===== src/rtl/alarm_pkg.sv =====
// Shared types and helpers for the alarm bank: channel state encoding,
// length-code width and ring-length conversion.
package alarm_pkg;

    localparam int LEN_CODE_W = 2;
    localparam int REMAIN_W   = 7;

    typedef enum logic [1:0] {
        ST_IDLE    = 2'd0,
        ST_RINGING = 2'd1,
        ST_SNOOZED = 2'd2
    } alarm_state_e;

    // Ring length in seconds for a length code: (code + 1) * step.
    function automatic logic [REMAIN_W-1:0] len_secs(input logic [LEN_CODE_W-1:0] code,
                                                     input int unsigned step);
        int unsigned secs_s;
        secs_s = (32'(code) + 32'd1) * step;
        return REMAIN_W'(secs_s);
    endfunction

endpackage


===== src/rtl/alarm_bank_if.sv =====
// Configuration bus of the alarm bank: channel write port with error
// strobe, and combinational read-back of one selected channel.
interface alarm_bank_if #(
    parameter int IDX_W   = 2,
    parameter int SEC_W   = 17,
    parameter int MUSIC_W = 2
);
    logic               wr_en;
    logic [IDX_W-1:0]   wr_idx;
    logic               wr_arm;
    logic [SEC_W-1:0]   wr_sec;
    logic [1:0]         wr_len;
    logic [MUSIC_W-1:0] wr_music;
    logic               wr_err;

    logic [IDX_W-1:0]   rd_idx;
    logic               rd_arm;
    logic [SEC_W-1:0]   rd_sec;
    logic [1:0]         rd_len;
    logic [MUSIC_W-1:0] rd_music;
    logic [1:0]         rd_state;

    modport master (
        output wr_en, wr_idx, wr_arm, wr_sec, wr_len, wr_music, rd_idx,
        input  wr_err, rd_arm, rd_sec, rd_len, rd_music, rd_state
    );

    modport slave (
        input  wr_en, wr_idx, wr_arm, wr_sec, wr_len, wr_music, rd_idx,
        output wr_err, rd_arm, rd_sec, rd_len, rd_music, rd_state
    );
endinterface


===== src/rtl/alarm_bank_chk.sv =====
// Assertion checker bound into alarm_bank: parameter sanity and
// consistency between the registered ring outputs.
module alarm_bank_chk #(
    parameter int NUM_ALARMS = 4,
    parameter int IDX_W      = 2,
    parameter int LEN_STEP   = 15,
    parameter int MAX_SNOOZE = 3
) (
    input logic                  clk,
    input logic                  rst,
    input logic [NUM_ALARMS-1:0] ringing,
    input logic                  ring,
    input logic [IDX_W-1:0]      ring_idx
);

    a_len_fits: assert property (@(posedge clk) (LEN_STEP * 32'd4) <= 32'd127);

    a_limit_sane: assert property (@(posedge clk) MAX_SNOOZE >= 32'd1);

    a_ring_or: assert property (@(posedge clk) disable iff (rst) ring == (|ringing));

    a_idx_idle: assert property (@(posedge clk) disable iff (rst) !ring |-> (ring_idx == '0));

endmodule


===== src/rtl/alarm_channel.sv =====
// One alarm channel: configuration registers, IDLE/RINGING/SNOOZED FSM,
// ring and snooze countdowns. ALARM_SNOOZE_LIMIT_EN adds a snooze limit.
module alarm_channel
    import alarm_pkg::*;
#(
    parameter int SEC_W       = 17,
    parameter int MUSIC_W     = 2,
    parameter int LEN_STEP    = 15,
    parameter int SNOOZE_SECS = 300
`ifdef ALARM_SNOOZE_LIMIT_EN
    ,
    parameter int MAX_SNOOZE  = 3
`endif
) (
    input  logic                  clk,
    input  logic                  rst,
    input  logic                  tick_1hz,
    input  logic [SEC_W-1:0]      cur_sec,
    input  logic                  wr_hit,
    input  logic                  wr_arm,
    input  logic [SEC_W-1:0]      wr_sec,
    input  logic [LEN_CODE_W-1:0] wr_len,
    input  logic [MUSIC_W-1:0]    wr_music,
    input  logic                  snooze,
    input  logic                  dismiss,
    output logic                  arm,
    output logic [SEC_W-1:0]      sec,
    output logic [LEN_CODE_W-1:0] len,
    output logic [MUSIC_W-1:0]    music,
    output alarm_state_e          state,
    output logic                  ring_nxt
);

    localparam int SNZ_W = $clog2(SNOOZE_SECS + 1);

    logic                  arm_r;
    logic [SEC_W-1:0]      sec_r;
    logic [LEN_CODE_W-1:0] len_r;
    logic [MUSIC_W-1:0]    music_r;
    alarm_state_e          state_r;
    alarm_state_e          state_s;
    logic [REMAIN_W-1:0]   remain_r;
    logic [REMAIN_W-1:0]   remain_s;
    logic [SNZ_W-1:0]      snz_r;
    logic [SNZ_W-1:0]      snz_s;
    logic                  match_s;
    logic                  limit_hit_s;

`ifdef ALARM_SNOOZE_LIMIT_EN
    localparam int CNT_W = $clog2(MAX_SNOOZE + 1);
    logic [CNT_W-1:0] snz_cnt_r;
    logic [CNT_W-1:0] snz_cnt_s;

    // Snooze count: cleared whenever the channel lands in IDLE, bumped on each snooze.
    always_comb begin
        snz_cnt_s = snz_cnt_r;
        if (state_s == ST_IDLE) begin
            snz_cnt_s = '0;
        end else if (state_r == ST_RINGING && state_s == ST_SNOOZED) begin
            snz_cnt_s = snz_cnt_r + CNT_W'(32'd1);
        end else begin
            snz_cnt_s = snz_cnt_r;
        end
    end

    assign limit_hit_s = (32'(snz_cnt_r) >= MAX_SNOOZE);

    // Snooze count register.
    always_ff @(posedge clk) begin
        if (rst) begin
            snz_cnt_r <= '0;
        end else begin
            snz_cnt_r <= snz_cnt_s;
        end
    end
`else
    assign limit_hit_s = 1'b0;
`endif

    assign match_s = tick_1hz && arm_r && (cur_sec == sec_r);

    // Next-state logic; write beats dismiss beats snooze beats tick.
    always_comb begin
        state_s  = state_r;
        remain_s = remain_r;
        snz_s    = snz_r;
        if (wr_hit) begin
            state_s  = ST_IDLE;
            remain_s = '0;
            snz_s    = '0;
        end else begin
            case (state_r)
                ST_IDLE: begin
                    if (match_s && !dismiss) begin
                        state_s  = ST_RINGING;
                        remain_s = len_secs(len_r, LEN_STEP);
                    end else begin
                        state_s  = ST_IDLE;
                    end
                end
                ST_RINGING: begin
                    if (dismiss || (snooze && limit_hit_s)) begin
                        state_s  = ST_IDLE;
                        remain_s = '0;
                    end else if (snooze) begin
                        state_s  = ST_SNOOZED;
                        remain_s = '0;
                        snz_s    = SNZ_W'(SNOOZE_SECS);
                    end else if (tick_1hz) begin
                        if (remain_r <= 7'd1) begin
                            state_s  = ST_IDLE;
                            remain_s = '0;
                        end else begin
                            remain_s = remain_r - 7'd1;
                        end
                    end else begin
                        state_s = ST_RINGING;
                    end
                end
                ST_SNOOZED: begin
                    if (dismiss) begin
                        state_s = ST_IDLE;
                        snz_s   = '0;
                    end else if (tick_1hz) begin
                        if (snz_r <= SNZ_W'(32'd1)) begin
                            state_s  = ST_RINGING;
                            remain_s = len_secs(len_r, LEN_STEP);
                            snz_s    = '0;
                        end else begin
                            snz_s = snz_r - SNZ_W'(32'd1);
                        end
                    end else begin
                        state_s = ST_SNOOZED;
                    end
                end
                default: begin
                    state_s  = ST_IDLE;
                    remain_s = '0;
                    snz_s    = '0;
                end
            endcase
        end
    end

    // Configuration, state and counter registers.
    always_ff @(posedge clk) begin
        if (rst) begin
            arm_r    <= 1'b0;
            sec_r    <= '0;
            len_r    <= '0;
            music_r  <= '0;
            state_r  <= ST_IDLE;
            remain_r <= '0;
            snz_r    <= '0;
        end else begin
            if (wr_hit) begin
                arm_r   <= wr_arm;
                sec_r   <= wr_sec;
                len_r   <= wr_len;
                music_r <= wr_music;
            end
            state_r  <= state_s;
            remain_r <= remain_s;
            snz_r    <= snz_s;
        end
    end

    // Encoding 3 is unreachable but reads back as IDLE.
    always_comb begin
        case (state_r)
            ST_RINGING: state = ST_RINGING;
            ST_SNOOZED: state = ST_SNOOZED;
            default:    state = ST_IDLE;
        endcase
    end

    assign arm      = arm_r;
    assign sec      = sec_r;
    assign len      = len_r;
    assign music    = music_r;
    assign ring_nxt = (state_s == ST_RINGING);

endmodule


===== src/rtl/alarm_bank.sv =====
// N-channel alarm engine: write decode, read-back mux and lowest-index
// ring arbitration. ALARM_SNOOZE_LIMIT_EN enables the per-channel snooze limit.
module alarm_bank
    import alarm_pkg::*;
#(
    parameter int NUM_ALARMS  = 4,
    parameter int IDX_W       = (NUM_ALARMS > 1) ? $clog2(NUM_ALARMS) : 1,
    parameter int SEC_W       = 17,
    parameter int DAY_SECS    = 86400,
    parameter int MUSIC_W     = 2,
    parameter int LEN_STEP    = 15,
    parameter int SNOOZE_SECS = 300,
    parameter int MAX_SNOOZE  = 3
) (
    input  logic                  clk,
    input  logic                  rst,
    input  logic                  tick_1hz,
    input  logic [SEC_W-1:0]      cur_sec,
    alarm_bank_if.slave           bus,
    input  logic                  snooze,
    input  logic                  dismiss,
    output logic [NUM_ALARMS-1:0] ringing,
    output logic                  ring,
    output logic [IDX_W-1:0]      ring_idx,
    output logic [MUSIC_W-1:0]    ring_music
);

    logic                  wr_ok_s;
    logic [NUM_ALARMS-1:0] wr_hit_s;
    logic [NUM_ALARMS-1:0] ring_nxt_s;
    logic                  arm_a   [NUM_ALARMS];
    logic [SEC_W-1:0]      sec_a   [NUM_ALARMS];
    logic [LEN_CODE_W-1:0] len_a   [NUM_ALARMS];
    logic [MUSIC_W-1:0]    music_a [NUM_ALARMS];
    alarm_state_e          state_a [NUM_ALARMS];

    logic [IDX_W-1:0]      enc_idx_s;
    logic [MUSIC_W-1:0]    enc_music_s;
    logic [NUM_ALARMS-1:0] ringing_r;
    logic                  ring_r;
    logic [IDX_W-1:0]      ring_idx_r;
    logic [MUSIC_W-1:0]    ring_music_r;
    logic                  wr_err_r;

    assign wr_ok_s = (bus.wr_sec < SEC_W'(DAY_SECS));

    for (genvar g = 0; g < NUM_ALARMS; g++) begin : g_ch
        assign wr_hit_s[g] = bus.wr_en && wr_ok_s && (bus.wr_idx == IDX_W'(g));

        alarm_channel #(
            .SEC_W       (SEC_W),
            .MUSIC_W     (MUSIC_W),
            .LEN_STEP    (LEN_STEP),
            .SNOOZE_SECS (SNOOZE_SECS)
`ifdef ALARM_SNOOZE_LIMIT_EN
            ,
            .MAX_SNOOZE  (MAX_SNOOZE)
`endif
        ) u_ch (
            .clk      (clk),
            .rst      (rst),
            .tick_1hz (tick_1hz),
            .cur_sec  (cur_sec),
            .wr_hit   (wr_hit_s[g]),
            .wr_arm   (bus.wr_arm),
            .wr_sec   (bus.wr_sec),
            .wr_len   (bus.wr_len),
            .wr_music (bus.wr_music),
            .snooze   (snooze),
            .dismiss  (dismiss),
            .arm      (arm_a[g]),
            .sec      (sec_a[g]),
            .len      (len_a[g]),
            .music    (music_a[g]),
            .state    (state_a[g]),
            .ring_nxt (ring_nxt_s[g])
        );
    end

    // Read-back mux; out-of-range indices read as zero.
    always_comb begin
        bus.rd_arm   = 1'b0;
        bus.rd_sec   = '0;
        bus.rd_len   = '0;
        bus.rd_music = '0;
        bus.rd_state = 2'd0;
        if (32'(bus.rd_idx) < NUM_ALARMS) begin
            bus.rd_arm   = arm_a[bus.rd_idx];
            bus.rd_sec   = sec_a[bus.rd_idx];
            bus.rd_len   = len_a[bus.rd_idx];
            bus.rd_music = music_a[bus.rd_idx];
            bus.rd_state = state_a[bus.rd_idx];
        end else begin
            bus.rd_state = 2'd0;
        end
    end

    // Fixed-priority encoder on next-cycle ringing so it registers alongside the flags.
    always_comb begin
        enc_idx_s   = '0;
        enc_music_s = '0;
        for (int i = NUM_ALARMS - 1; i >= 0; i--) begin
            if (ring_nxt_s[i]) begin
                enc_idx_s   = IDX_W'(i);
                enc_music_s = music_a[i];
            end else begin
                enc_idx_s   = enc_idx_s;
            end
        end
    end

    // Registered ring outputs and write-error strobe.
    always_ff @(posedge clk) begin
        if (rst) begin
            ringing_r    <= '0;
            ring_r       <= 1'b0;
            ring_idx_r   <= '0;
            ring_music_r <= '0;
            wr_err_r     <= 1'b0;
        end else begin
            ringing_r    <= ring_nxt_s;
            ring_r       <= |ring_nxt_s;
            ring_idx_r   <= enc_idx_s;
            ring_music_r <= enc_music_s;
            wr_err_r     <= bus.wr_en && !wr_ok_s;
        end
    end

    assign ringing     = ringing_r;
    assign ring        = ring_r;
    assign ring_idx    = ring_idx_r;
    assign ring_music  = ring_music_r;
    assign bus.wr_err  = wr_err_r;

    alarm_bank_chk #(
        .NUM_ALARMS (NUM_ALARMS),
        .IDX_W      (IDX_W),
        .LEN_STEP   (LEN_STEP),
        .MAX_SNOOZE (MAX_SNOOZE)
    ) u_chk (
        .clk      (clk),
        .rst      (rst),
        .ringing  (ringing_r),
        .ring     (ring_r),
        .ring_idx (ring_idx_r)
    );

endmodule

===== src/flat_wrapper.sv =====
// flat-port wrapper written by rule: the top's interface ports become plain ports
module alarm_bank_flat import alarm_pkg::*;
#(
    parameter int NUM_ALARMS  = 4,
    parameter int IDX_W       = (NUM_ALARMS > 1) ? $clog2(NUM_ALARMS) : 1,
    parameter int SEC_W       = 17,
    parameter int DAY_SECS    = 86400,
    parameter int MUSIC_W     = 2,
    parameter int LEN_STEP    = 15,
    parameter int SNOOZE_SECS = 300,
    parameter int MAX_SNOOZE  = 3
)
  (clk, rst, tick_1hz, cur_sec, snooze, dismiss, ringing, ring, ring_idx, ring_music, bus_wr_en, bus_wr_idx, bus_wr_arm, bus_wr_sec, bus_wr_len, bus_wr_music, bus_rd_idx, bus_wr_err, bus_rd_arm, bus_rd_sec, bus_rd_len, bus_rd_music, bus_rd_state);
  alarm_bank_if #(.IDX_W(IDX_W), .SEC_W(SEC_W), .MUSIC_W(MUSIC_W)) bus_i ();
  input  logic clk;
  input  logic rst;
  input  logic tick_1hz;
  input  logic [SEC_W-1:0] cur_sec;
  input  logic snooze;
  input  logic dismiss;
  output logic [NUM_ALARMS-1:0] ringing;
  output logic ring;
  output logic [IDX_W-1:0] ring_idx;
  output logic [MUSIC_W-1:0] ring_music;
  input wire logic [$bits(bus_i.wr_en)-1:0] bus_wr_en;
  input wire logic [$bits(bus_i.wr_idx)-1:0] bus_wr_idx;
  input wire logic [$bits(bus_i.wr_arm)-1:0] bus_wr_arm;
  input wire logic [$bits(bus_i.wr_sec)-1:0] bus_wr_sec;
  input wire logic [$bits(bus_i.wr_len)-1:0] bus_wr_len;
  input wire logic [$bits(bus_i.wr_music)-1:0] bus_wr_music;
  input wire logic [$bits(bus_i.rd_idx)-1:0] bus_rd_idx;
  output wire logic [$bits(bus_i.wr_err)-1:0] bus_wr_err;
  output wire logic [$bits(bus_i.rd_arm)-1:0] bus_rd_arm;
  output wire logic [$bits(bus_i.rd_sec)-1:0] bus_rd_sec;
  output wire logic [$bits(bus_i.rd_len)-1:0] bus_rd_len;
  output wire logic [$bits(bus_i.rd_music)-1:0] bus_rd_music;
  output wire logic [$bits(bus_i.rd_state)-1:0] bus_rd_state;
  assign bus_i.wr_en = bus_wr_en;
  assign bus_i.wr_idx = bus_wr_idx;
  assign bus_i.wr_arm = bus_wr_arm;
  assign bus_i.wr_sec = bus_wr_sec;
  assign bus_i.wr_len = bus_wr_len;
  assign bus_i.wr_music = bus_wr_music;
  assign bus_i.rd_idx = bus_rd_idx;
  assign bus_wr_err = bus_i.wr_err;
  assign bus_rd_arm = bus_i.rd_arm;
  assign bus_rd_sec = bus_i.rd_sec;
  assign bus_rd_len = bus_i.rd_len;
  assign bus_rd_music = bus_i.rd_music;
  assign bus_rd_state = bus_i.rd_state;
  alarm_bank #(.NUM_ALARMS(NUM_ALARMS), .IDX_W(IDX_W), .SEC_W(SEC_W), .DAY_SECS(DAY_SECS), .MUSIC_W(MUSIC_W), .LEN_STEP(LEN_STEP), .SNOOZE_SECS(SNOOZE_SECS), .MAX_SNOOZE(MAX_SNOOZE)) u_core (.clk(clk), .rst(rst), .tick_1hz(tick_1hz), .cur_sec(cur_sec), .bus(bus_i), .snooze(snooze), .dismiss(dismiss), .ringing(ringing), .ring(ring), .ring_idx(ring_idx), .ring_music(ring_music));
endmodule

===== config.mk =====
export PLATFORM = sky130hd
export DESIGN_NAME = alarm_bank_flat
export DESIGN_NICKNAME = d
export VERILOG_FILES = /design/src/rtl/alarm_pkg.sv /design/src/rtl/alarm_bank_if.sv /design/src/rtl/alarm_bank_chk.sv /design/src/rtl/alarm_channel.sv /design/src/rtl/alarm_bank.sv /design/src/flat_wrapper.sv
export SDC_FILE = /design/constraint.sdc
export NUM_CORES = 1
export LEC_CHECK = 0
export BUFFER_PORTS_ARGS = -buffer_cell sky130_fd_sc_hd__buf_4
export CAP_MARGIN = 20
export CORE_AREA = 2 2 135 137
export DETAILED_ROUTE_END_ITERATION = 8
export DIE_AREA = 0 0 137 139
export PLACE_DENSITY = 0.87
export SYNTH_ARGS = -nofsm -noshare
export SYNTH_HDL_FRONTEND = slang
export SYNTH_SLANG_ARGS = --single-unit

===== constraint.sdc =====
create_clock -name clk -period 3.9 [get_ports clk]
set_clock_uncertainty 0.1 [all_clocks]
set_input_delay 0 -clock clk [delete_from_list [all_inputs] [get_ports clk]]
set_output_delay 0 -clock clk [all_outputs]
set_load 0.03 [all_outputs]

---- After elaboration in Yosys (flattened, before gate mapping) ----
Index checks and enable logic that the tools add are counted.
Widths: inputs -> output; s select.
word-level totals
  output and inout port bits .............. 34
  word-level logic and storage cells ...... 276
  register bits ........................... 170
cells by class
  eq/ne operators ......................... 51
  magnitude comparators ................... 10
  $mul .................................... 4
  multiplexer cells ....................... 120
  reductions and logical operators ........ 40
  bitwise gates (word level) .............. 5
  add/sub/neg operators ................... 12
operator list
  operator              count
  $mux 7                32
  $mux 9                14
  $pmux 9 s3            4
  $mux 2                44
  $pmux 7 s3            4
  $eq 17x17->1          4
  $ne 2x2->1 const B    24
  $le 9x1->1 const B    4
  $sub 9x1->9 const B   4
  $bmux 17 s2           1
  $mux 17               2
  $le 7x1->1 const B    4
  $mul 3x4->7 const B   4
  $sub 7x1->7 const B   4
  $pmux 2 s3            4
  $reduce_and 5->1      4
  $eq 2x1->1 const B    9
  $logic_and 1x1->1     18
  $lt 17x17->1 const B  1
  $ne 4x4->1 const B    4
  $pmux 2 s2            4
  $reduce_and 4->1      4
  $add 2x1->3 const B   4
  $bmux 2 s2            3
  other kinds (12)      38

---- Depth between registers and ports, before layout ----
Gate-level depths: netlist of the first run.
  depth in word-level cells ............... 12
  mapped depth ............................ 10

---- Hierarchy ----
A second synthesis of the first run with hierarchy kept.
second synthesis, totals
  cell total of the unflattened synthesis .. 1,138
  area total of the unflattened synthesis .. 10,503.8 um2
modules (own cells, without submodules)
  module                                    cells each  sequential area each (um2)  area an instance (um2)  instances
  alarm_channel at u_core.g_ch[1].u_ch ...  268         800.8                       2,347.3                 2
  alarm_channel at u_core.g_ch[3].u_ch      263         800.8                       2,383.5                 1
  alarm_channel at u_core.g_ch[0].u_ch      266         800.8                       2,367.3                 1
  alarm_bank                                73          200.2                       1,058.5                 1

---- Worst setup path before layout of the first run ----
Ideal clock, no wire load.
  path kind ............................... register -> register
  from .................................... register u_core.g_ch[3].u_ch.state_r[1]
  to ...................................... register u_core.ring_music_r[1], in the netlist u_core.ring_music[1]
  cell stages (with the launch flop) ...... 11
  clock period less this slack ............ 2,549 ps
  arrival ................................. 2,390 ps
  slack ................................... 1,351 ps
  required time ........................... 3,741 ps
  library setup time ...................... 59 ps
  path buffers ............................ 1
  cells stage by stage .................... dfxtp_1 > inv_1 > ha_1 > clkbuf_1 > or4b_2 > o31ai_1 > a311oi_1 > o32a_1 > or3_1 > o211ai_1 > a41o_1
on the way
  longest elaborated chain between the ends .. 11
  elaborated cells between the ends (all ways) .. 17
  classes of those cells .................. eq/ne: 3; mux: 13; reduce/logical: 1
RTL lines
  element                   line                  text
  start: declaration        alarm_channel.sv:40   alarm_state_e state_r;
  start signal: assignment  alarm_channel.sv:162  state_r <= state_s;
  $mux 2                    alarm_channel.sv:110  if (remain_r <= 7'd1) begin
  $mux 2                    alarm_channel.sv:109  end else if (tick_1hz) begin
  $mux 2                    alarm_channel.sv:105  end else if (snooze) begin
  $mux 2                    alarm_channel.sv:102  if (dismiss || (snooze && limit_hit_s)) begin
  $pmux 2 s3 *              alarm_channel.sv:92   case (state_r)
  $mux 2 *                  alarm_channel.sv:87   if (wr_hit) begin
  $eq 2x1->1 *              alarm_channel.sv:181  assign ring_nxt = (state_s == ST_RINGING);
  $mux 2 * (4 in series)    alarm_bank.sv:103     if (ring_nxt_s[i]) begin
  end signal: assignment    alarm_bank.sv:124     ring_music_r <= enc_music_s;
  end: declaration          alarm_bank.sv:42      logic [MUSIC_W-1:0] ring_music_r;
Mark *: on every way between the ends. The rest lies on a longest branch, timed or not.
A chain may end at the register's enable or synchronous reset.

---- Final worst setup path of the first run ----
  from .................................... input bus_wr_sec[11]
  to ...................................... register u_core.ring_idx_r[1], in the netlist u_core.ring_idx[1]
on the way
  longest elaborated chain between the ends .. 7
  elaborated cells between the ends (all ways) .. 17
  classes of those cells .................. order compare: 1; eq/ne: 4; mux: 6; reduce/logical: 6
RTL lines
  element                 line                  text
  start: declaration      flat_wrapper.sv:28    input wire logic [$bits(bus_i.wr_sec)-1:0] bus_wr_sec;
  $lt 17x17->1 *          alarm_bank.sv:45      assign wr_ok_s = (bus.wr_sec < SEC_W'(DAY_SECS));
  $logic_and 1x1->1 *     alarm_bank.sv:48      assign wr_hit_s[g] = bus.wr_en && wr_ok_s && (bus.wr_idx == IDX_W'(g));
  $logic_and 1x1->1       alarm_bank.sv:48
  $mux 2                  alarm_channel.sv:87
  $eq 2x1->1              alarm_channel.sv:181
  $mux 2 (2 in series)    alarm_bank.sv:103
  end signal: assignment  alarm_bank.sv:123     ring_idx_r <= enc_idx_s;
  end: declaration        alarm_bank.sv:41      logic [IDX_W-1:0] ring_idx_r;
Marks and branches as above.

==> run metrics, run 1 <==
fin. max-slew vios 0; Skew-Pair Late Insertion Delay ~0.43 ns; crit path to u_core.ring_idx[1]$_SDFF_PP0_; Pwr Density 318 nW/um^2; final hold viol count 0; initial core utilization about three fifths; Site Rows 49; Post-Syn Instances 1222; Crit Path Class in2reg; setup_tns 0 ns; average wire per standard cell between 15 and 20 microns; Worst Max-Slew Pin Slew 1.05 ns; ys flop type dfxtp_1; hpwl dp 20200 microns; vias in the first global route around 9000; vias per cell between 6 and 7; Boundary Pins 83; Critical Path Fanout Max 27; FF-to-FF Start u_core.g_ch[3].u_ch.state_r[1]$_SDFF_PP0_; RSZ-0062 raised after global routing false; drc violations 0; Final period util 73.8%; dpl ws around 1.2 ns; vias after detailed routing ~9500; sequential share of the synthesized area about a third; synth warn 0; Max Cap Violations 0; Antenna Violating Nets Remaining 0; CTS clk-pin slew, worst paths 0.07 ns; worst path required time approximately 4.1 ns; Die ar. between 15000 and 20000 sq um; Min Hold Slack ~0.036 ns; FF-to-FF path depth 9; r2r setup slk 1.06 ns; initial antenna violation count 1; Final setup violation count 0; Mapped Area between 10000 and 15000 sq um; f_max between 0.3 and 0.4 GHz; largest net degree at the start of global routing 92; final core occ roughly two thirds; fin crit period between 2 and 3 ns; die height roughly 140 microns; number of synthesized flops with an enable pin 0; P_leak between 4 and 5 nW; I/O Buffers between 80 and 90; First DRT Iteration DRCs 951; Setup Buffers After CTS 0; Worst VDD drop roughly 0.34 mV; Setup crit end kind flip-flop; Avg Inst Size Synth ~8.5 sq um; R2R Path End u_core.ring_music[0]$_SDFF_PP0_; drt first pass iters 6; fin nets 1390; CTS Buf Count 17; count of state elements after synthesis between 150 and 200; Max clock buf depth 2; clk sinks 170; CP arrival about 3.1 ns; CP Launch Point bus_wr_sec[11]; post-synthesis cell type count between 70 and 80; Core Region 17700 sq um; Critical Path Source Type primary input; ys async rst share 0%; HP Class in2reg; first-pass GRT wire length between 40000 and 50000 microns; RePlAce Congestion around 0.94; slew margin rel. 30.3%; Hold Path Stages 4; CTS H-tree depth 4; outcome complete, no violations; grt ovf 0; CTS root buffer clkbuf_16; final worst slack ~1.0 ns; gr usage total a little under a third; CTS resizes 0; Die Wd between 100 and 150 microns; share of cells above drive strength 1 13.1%; Syn-to-layout area delta 14.2%; Routed WL about 29000 microns; CTS tree yes
## state kept, by name, indices dropped and copies added (netlist names)
| signal | count |
|---|---|
| u_core.ringing | 4 |
| u_core.ring_music | 2 |
| u_core.g_ch.u_ch.snz_r | 36 |
| u_core.bus.wr_err | 1 |
| u_core.g_ch.u_ch.arm | 4 |
| u_core.ring_idx | 2 |
| u_core.g_ch.u_ch.sec | 68 |
| u_core.g_ch.u_ch.music | 8 |
| u_core.g_ch.u_ch.len | 8 |
| u_core.ring | 1 |
| u_core.g_ch.u_ch.remain_r | 28 |
| u_core.g_ch.u_ch.state_r | 8 |
## cell usage in the layout, fill, tap and decap left out, types with 14 or more instances in the layout
cell and count:
nor2_1 155, ha_1 52, a31oi_1 17, nor3_1 36, dlygate4sd3_1 26, or3_1 23, mux2i_1 72, nor4_1 14
dfxtp_1 170, clkbuf_16 17, xor2_1 29, nand4_1 17, nand3_1 20, nand2_1 99, mux4_2 24, xnor2_1 67
inv_1 49, a21oi_1 90, a22oi_1 14, o21ai_0 52, buf_4 88
## cell type report
cell class / instances / area, sq um
fill: 1367 / 5760
sequential: 170 / 3400
clock inverter: 13 / 91.3
timing repair buffer: 114 / 921
clock buffer: 19 / 453
multi-input combinational: 932 / 6550
tap: 229 / 287
inverter: 50 / 188
antenna: 1 / 2.50
## metrics by stage
step	power, mW	area (sq um)	instances
2_1_floorplan	2.06	10400	1225
3_3_place_gp	2.19	11100	1469
3_5_place_dp	2.20	11100	1469
4_1_cts	3.78	11900	1527
5_1_grt	3.89	11900	1528
6_report	3.79	11900	1528
## timing repair
action,CTS,global route
hold buffers,26,0
endpoints found under the hold margin,93,0
setup endpoints to repair,0,0
## layer usage
metal,GRT usage [%],wire length (microns),up-vias
met4,12.5,1010,0
met5,0,0,-
met1,37.4,11400,4515
met3,7.64,2580,80
li1,-,-,4430
met2,49.7,13800,476
## worst min path at each step
stage | from | to | slack [ns]
global route | bus_wr_idx[0] | u_core.g_ch[1].u_ch.sec[6]$_SDFFE_PP0P_ | 0.07
global placement | bus_wr_sec[12] | u_core.g_ch[0].u_ch.sec[12]$_SDFFE_PP0P_ | 0.16
CTS | bus_wr_idx[0] | u_core.g_ch[1].u_ch.len[0]$_SDFFE_PP0P_ | 0.01
detailed placement | bus_wr_en | u_core.bus.wr_err$_SDFF_PP0_ | 0.17
floorplan | bus_wr_sec[16] | u_core.bus.wr_err$_SDFF_PP0_ | 0.02
finish | bus_wr_idx[0] | u_core.g_ch[1].u_ch.len[0]$_SDFFE_PP0P_ | 0.04
## Yosys cell counts (8+ instances only)
cell	count	area [sq um]
a221o_1	8	80.1
a22oi_1	14	105
a31oi_1	17	106
nand2_1	99	372
and2_1	8	50.1
buf_2	11	55.1
and3_1	8	50.1
mux2i_1	72	721
nor4_1	14	87.6
inv_1	49	184
clkbuf_1	54	203
nor3_1	36	180
mux4_2	24	541
nand3_1	20	100
ha_1	52	651
nand2b_1	12	75.1
nand4_1	17	106
a21oi_1	90	450
xor2_1	29	254
xnor2_1	67	587
or3_1	23	144
o21ai_0	52	260
dfxtp_1	170	3400
nor2_1	155	582
## worst max-delay path, stage by stage
cell and delay, ns:
dlygate4sd3_1 0.56, buf_4 0.17, a2111oi_4 0.44, nor3_2 0.15
or4_4 0.80, nand2_2 0.41, a21oi_1 0.15, a21o_1 0.22
and3_1 0.17
## kinds of logic after synthesis
| logic type | count (synthesis) | synth area share, % |
|---|---|---|
| AOI/OAI and AO/OA | 238 | 14.9 |
| xor gates and xnor gates | 96 | 8.07 |
| adders and majority gates | 56 | 7.01 |
| buffers and inverters | 123 | 4.63 |
| DFF | 170 | 32.7 |
| muxes | 96 | 12.1 |
| other | 1 | 0.0360 |
| and+or+nand+nor | 442 | 20.6 |
## where the power goes
group          switching [mW]  total, mW  internal (mW)
clock                   0.743       1.60          0.854
combinational           0.233      0.405          0.172
sequential             0.0263       1.79           1.76
total                    1.00       3.79           2.79
Power figures use the tool's default switching activity.
==> run 2: changes to the inputs <==
==> constraint.sdc (replaced) <==
create_clock -name clk -period 2.8 [get_ports clk]
set_clock_uncertainty 0.1 [all_clocks]
set_input_delay 0 -clock clk [delete_from_list [all_inputs] [get_ports clk]]
set_output_delay 0 -clock clk [all_outputs]
set_load 0.03 [all_outputs]
==> run 2 against run 1 <==
Critical path depth is the same. Non-clock buffer count rose by 23. First-iteration DRC count fell by 2.8%.
==> run metrics, run 2 (synthesized netlist as in run 1, its figures left out) <==
outcome complete, no violations; drc violations 0; die height 139 microns; CP arrival between 2 and 3 ns; fin crit period 2.72 ns; f_max about 0.37 GHz; Max Cap Violations 0; Routed WL between 20000 and 30000 microns; P_leak 4.88 nW; most common cell after layout, fill and taps aside dfxtp_1; r2r setup slk ~0.079 ns; share of cells above drive strength 1 14.5%; Worst VDD drop 0.488 mV; drt first pass iters 5; Setup Buffers After CTS 0; average wire per standard cell roughly 19 microns; slew margin rel. 49.9%; CTS tree yes; Boundary Pins 83; setup_tns 0 ns; post-route cell area 12200 sq um; vias per cell 6.21; fin. max-slew vios 0; initial antenna violation count 1; Core Region between 15000 and 20000 sq um; vias in the first global route between 9000 and 10000; Min Hold Slack about 0.035 ns; hpwl dp 20500 microns; final worst slack 0.0787 ns; register area roughly 3400 sq um; Die ar. about 19000 sq um; final hold viol count 0; FF-to-FF path depth 9; GRT met2 Usage 50.2%; CTS H-tree depth 4; grt ovf 0; Final period util a little over nine tenths; Antenna Violating Nets Remaining 0; Site Rows 49; clk sinks 170; vias after detailed routing ~9600; CTS root buffer clkbuf_16; CTS Buf Count 17; first-pass GRT wire length ~46000 microns; gr usage total between 30 and 40%; fin nets 1413; DP Area 11300 sq um; Skew-Pair Late Insertion Delay ~0.44 ns; largest net degree at the start of global routing 67; CTS clk-pin slew, worst paths ~0.070 ns; Worst Hold End u_core.g_ch[1].u_ch.len[0]$_SDFFE_PP0P_; Critical Path Source Type flip-flop; R2R Path End u_core.g_ch[3].u_ch.snz_r[8]$_SDFFE_PP0P_; Syn-to-layout area delta 16.8%; Hold Startpoint bus_wr_idx[0]; dpl ws a little under 0.2 ns; I/O Buffers 82; Fillers between 1000 and 1500; Worst Max-Slew Pin Slew 0.748 ns; final core occ between 60 and 70%; most frequent cells in the layout dfxtp_1 (170), nor2_1 (155), buf_4 (110); met3 usage 6.73%; Pwr Density between 400 and 500 nW/um^2; GR peak layer met2; Hold Path Stages 4; initial core utilization between 50% and 60%; First DRT Iteration DRCs about 920; Multi-input gate area roughly 6600 sq um; Setup crit end kind flip-flop; Crit Path Class reg2reg; FF-to-FF Start u_core.g_ch[3].u_ch.snz_r[1]$_SDFFE_PP0P_; HP Class in2reg; Die Wd between 100 and 150 microns; RePlAce Congestion approximately 0.97; M1 GR Usage 36.8%; Final setup violation count 0; Critical Path Fanout Max 9; max reg flops 68; worst path required time ~3.1 ns; Max clock buf depth 2
-- run 2: cell types whose count changed in the layout (fill, tap and decap cells not counted), sizes merged --
| cell | previous run | this run |
|---|---|---|
| buf | 88 | 110 |
| clkinv | 9 | 3 |
| bufinv | 0 | 4 |
| inv | 54 | 53 |
| dlygate4sd3 | 26 | 27 |
| clkinvlp | 0 | 2 |
-- run 2: worst max-delay path by stage --
| stage | start | endpoint | slack [ns] | depth (start not counted) |
|---|---|---|---|---|
| 3_3_place_gp | u_core.g_ch[3].u_ch.sec[3]$_SDFFE_PP0P_ | u_core.g_ch[3].u_ch.remain_r[3]$_SDFFE_PP0P_ | 0.27 | 7 |
| 5_1_grt | u_core.g_ch[3].u_ch.snz_r[1]$_SDFFE_PP0P_ | u_core.g_ch[3].u_ch.snz_r[8]$_SDFFE_PP0P_ | -0.005 | 9 |
| 6_report | u_core.g_ch[3].u_ch.snz_r[1]$_SDFFE_PP0P_ | u_core.g_ch[3].u_ch.snz_r[8]$_SDFFE_PP0P_ | 0.08 | 9 |
| 3_5_place_dp | u_core.g_ch[3].u_ch.state_r[1]$_SDFF_PP0_ | u_core.ring_music[1]$_SDFF_PP0_ | 0.20 | 9 |
| 4_1_cts | bus_wr_sec[11] | u_core.g_ch[1].u_ch.music[0]$_SDFFE_PP0P_ | 0.02 | 9 |
| 2_1_floorplan | u_core.g_ch[3].u_ch.state_r[1]$_SDFF_PP0_ | u_core.ring_music[1]$_SDFF_PP0_ | 0.25 | 10 |
-- run 2: power by group --
part	switching [mW]	internal (mW)	total [mW]
registers	0.0368	2.45	2.49
clock network	1.04	1.55	2.59
logic	0.329	0.247	0.575
-- run 2: worst max-delay path: stages, from the launching register on --
cell	delay (ns)
dfxtp_1	0.41
inv_1	0.10
ha_1	0.18
o21bai_1	0.16
and3_1	0.18
nor3b_1	0.32
nand2_1	0.29
nor2_1	0.52
nand4_1	0.19
a31oi_1	0.20
-- run 2: timing repair --
action                                  4_1_cts  5_1_grt
endpoints found under the hold margin        90        0
resized for setup                             0        1
endpoints found under the setup margin        0        8
hold buffers                                 27        0
-- run 2: metal layers --
metal / routed length (microns) / vias up
met4: 1370 / 0
met2: 14100 / 511
met3: 2620 / 103
met1: 11300 / 4552
li1: - / 4462
met5: 0 / -
-- run 2: area by class of cell --
cell class	instances	area share [%]
inverters	50	1.54
flip-flops and latches	170	28.0
well taps	229	2.35
clock buffers	19	3.72
diodes	1	0.0206
clock inverters	12	1.53
multi-input cells	932	53.9
repair buffers	137	9.00
-- run 2: metrics by stage --
stage	total power, mW	cells
floorplan	2.87	1225
global placement	3.06	1491
detailed placement	3.07	1491
CTS	5.65	1549
global route	5.79	1550
finish	5.65	1550
==> run 3: changes to the inputs <==
--- a/config.mk
+++ b/config.mk
@@ -11,6 +11,7 @@
 export DETAILED_ROUTE_END_ITERATION = 8
 export DIE_AREA = 0 0 137 139
 export PLACE_DENSITY = 0.87
+export RECOVER_POWER = 100
 export SYNTH_ARGS = -nofsm -noshare
 export SYNTH_HDL_FRONTEND = slang
 export SYNTH_SLANG_ARGS = --single-unit
==> run 3 against run 2 <==
Worst setup slack gained 0.015 ns. Critical endpoint is now u_core.g_ch[3].u_ch.snz_r[4]$_SDFFE_PP0P_. Global-route usage is the same. Highest routed layer unchanged. Critical path type unchanged. Register-to-register slack is essentially flat.
==> run metrics, run 3 (synthesized netlist as in run 1, its figures left out) <==
outcome complete, no violations; fin nets 1413; initial antenna violation count 1; fin crit period roughly 2.7 ns; max incr delay on CP 0.51 ns; CTS root buffer clkbuf_16; Worst VDD drop just under 0.5 mV; Crit Path Class reg2reg; Top Family by Delay on Critical Path simple AND/OR/NAND/NOR gates; final hold viol count 0; First DRT Iteration DRCs ~1000; largest net degree at the start of global routing 67; vias per cell approximately 6.2; Syn-to-layout area delta 15.3%; vias in the first global route slightly above 9000; grt ovf 0; critical path's slowest cell nor2_1; fin. max-slew vios 0; Antenna Violating Nets Remaining 0; worst path required time 3.06 ns; Core Region approximately 18000 sq um; CTS clk-pin slew, worst paths ~0.070 ns; final worst slack between 0.09 and 0.1 ns; gr usage total a little under a third; Die Wd ~140 microns; Placed Cells between 1000 and 1500; first-pass GRT wire length 45900 microns; Final period util 96.7%; Site Rows a little under 50; average wire per standard cell between 15 and 20 microns; Max clock buf depth 2; slew margin rel. roughly 45%; share of cells above drive strength 1 between 10% and 20%; Worst Max-Slew Pin Slew just over 0.8 ns; final core occ around two thirds; dpl ws between 0.15 and 0.2 ns; drc violations 0; hpwl dp between 20000 and 25000 microns; Critical Path Fanout Max 9; Finished Layout Cells about 1600; HP Class in2reg; Boundary Pins 83; Skew-Pair Late Insertion Delay roughly 0.44 ns; initial core utilization about 59%; drt first pass iters 5; Min Hold Slack 0.0261 ns; Critical Path Source Type flip-flop; P_leak 4.74 nW; Final setup violation count 0; I/O Buffers approximately 80; WP buf/inv 1; CP arrival 2.97 ns; Die ar. ~19000 sq um; die height approximately 140 microns; total power 5.64 mW; CTS H-tree depth 4; Setup crit end kind flip-flop; most frequent cells in the layout dfxtp_1 (170), nor2_1 (155), nand2_1 (101); RePlAce Congestion 0.966; CTS tree yes; CTS Buf Count 17; crit-path cells inv_1, ha_1, o21bai_1, and3_1, nor3b_1, nand2_1, nor2_1, nand3_1, a21oi_1; Max Cap Violations 0; most common cell after layout, fill and taps aside dfxtp_1; Routed WL around 30000 microns; clk sinks 170; max reg flops 68; vias after detailed routing approximately 9600; Pwr Density 469 nW/um^2; f_max 0.369 GHz
## run 3: changes by cell type in the layout (fill, tap and decap cells not counted), sizes merged
cell / change
buf: -37
clkbuf: +37
## run 3: metal layers
layer / wire length [microns] / vias to the layer above / GRT usage (%)
met1: 11400 / 4516 / 36.8
met5: 0 / - / 0
li1: - / 4474 / -
met3: 2530 / 105 / 6.73
met2: 14100 / 515 / 50.2
met4: 1430 / 0 / 15.6
## run 3: final cells by class
type,count,area (sq um)
inverters,50,188
multi-input cells,932,6540
clock buffers,19,453
repair buffers,137,958
clock inverters,12,186
well taps,229,287
flip-flops and latches,170,3400
fillers,1398,5640
diodes,1,2.50
## run 3: power by group
group,internal [mW],switching (mW)
Clock,1.55,1.04
Sequential,2.45,0.0371
Combinational,0.235,0.327
## run 3: path summary, 6_finish.rpt
path                                                 from                                            to  slack, ns  cells after the start
min reg2reg  u_core.g_ch[3].u_ch.remain_r[6]$_SDFFE_PP0P_  u_core.g_ch[3].u_ch.remain_r[6]$_SDFFE_PP0P_       0.36                      2
min                                         bus_wr_idx[0]       u_core.g_ch[1].u_ch.len[0]$_SDFFE_PP0P_       0.03                      4
max             u_core.g_ch[3].u_ch.snz_r[1]$_SDFFE_PP0P_     u_core.g_ch[3].u_ch.snz_r[4]$_SDFFE_PP0P_       0.09                      9
max reg2reg     u_core.g_ch[3].u_ch.snz_r[1]$_SDFFE_PP0P_     u_core.g_ch[3].u_ch.snz_r[4]$_SDFFE_PP0P_       0.09                      9
## run 3: timing repair
item / in CTS / in global routing
hold endpoints to repair: 90 / 0
gates resized for setup: 0 / 1
endpoints found under the setup margin: 0 / 8
hold buffers: 27 / 0
setup buffers: 0 / 0
## run 3: through the flow
stage / setup TNS (ns) / instance area [sq um]
after floorplan: 0 / 10400
after global placement: 0 / 11300
after detailed placement: 0 / 11300
after CTS: 0 / 12200
after global routing: -0.00981 / 12000
final: 0 / 12000
## run 3: worst reg2reg max path: stages (launching register included)
cell and delay, ns:
dfxtp_1 0.41, inv_1 0.10, ha_1 0.18, o21bai_1 0.16, and3_1 0.18, nor3b_1 0.32
nand2_1 0.29, nor2_1 0.52, nand3_1 0.18, a21oi_1 0.19
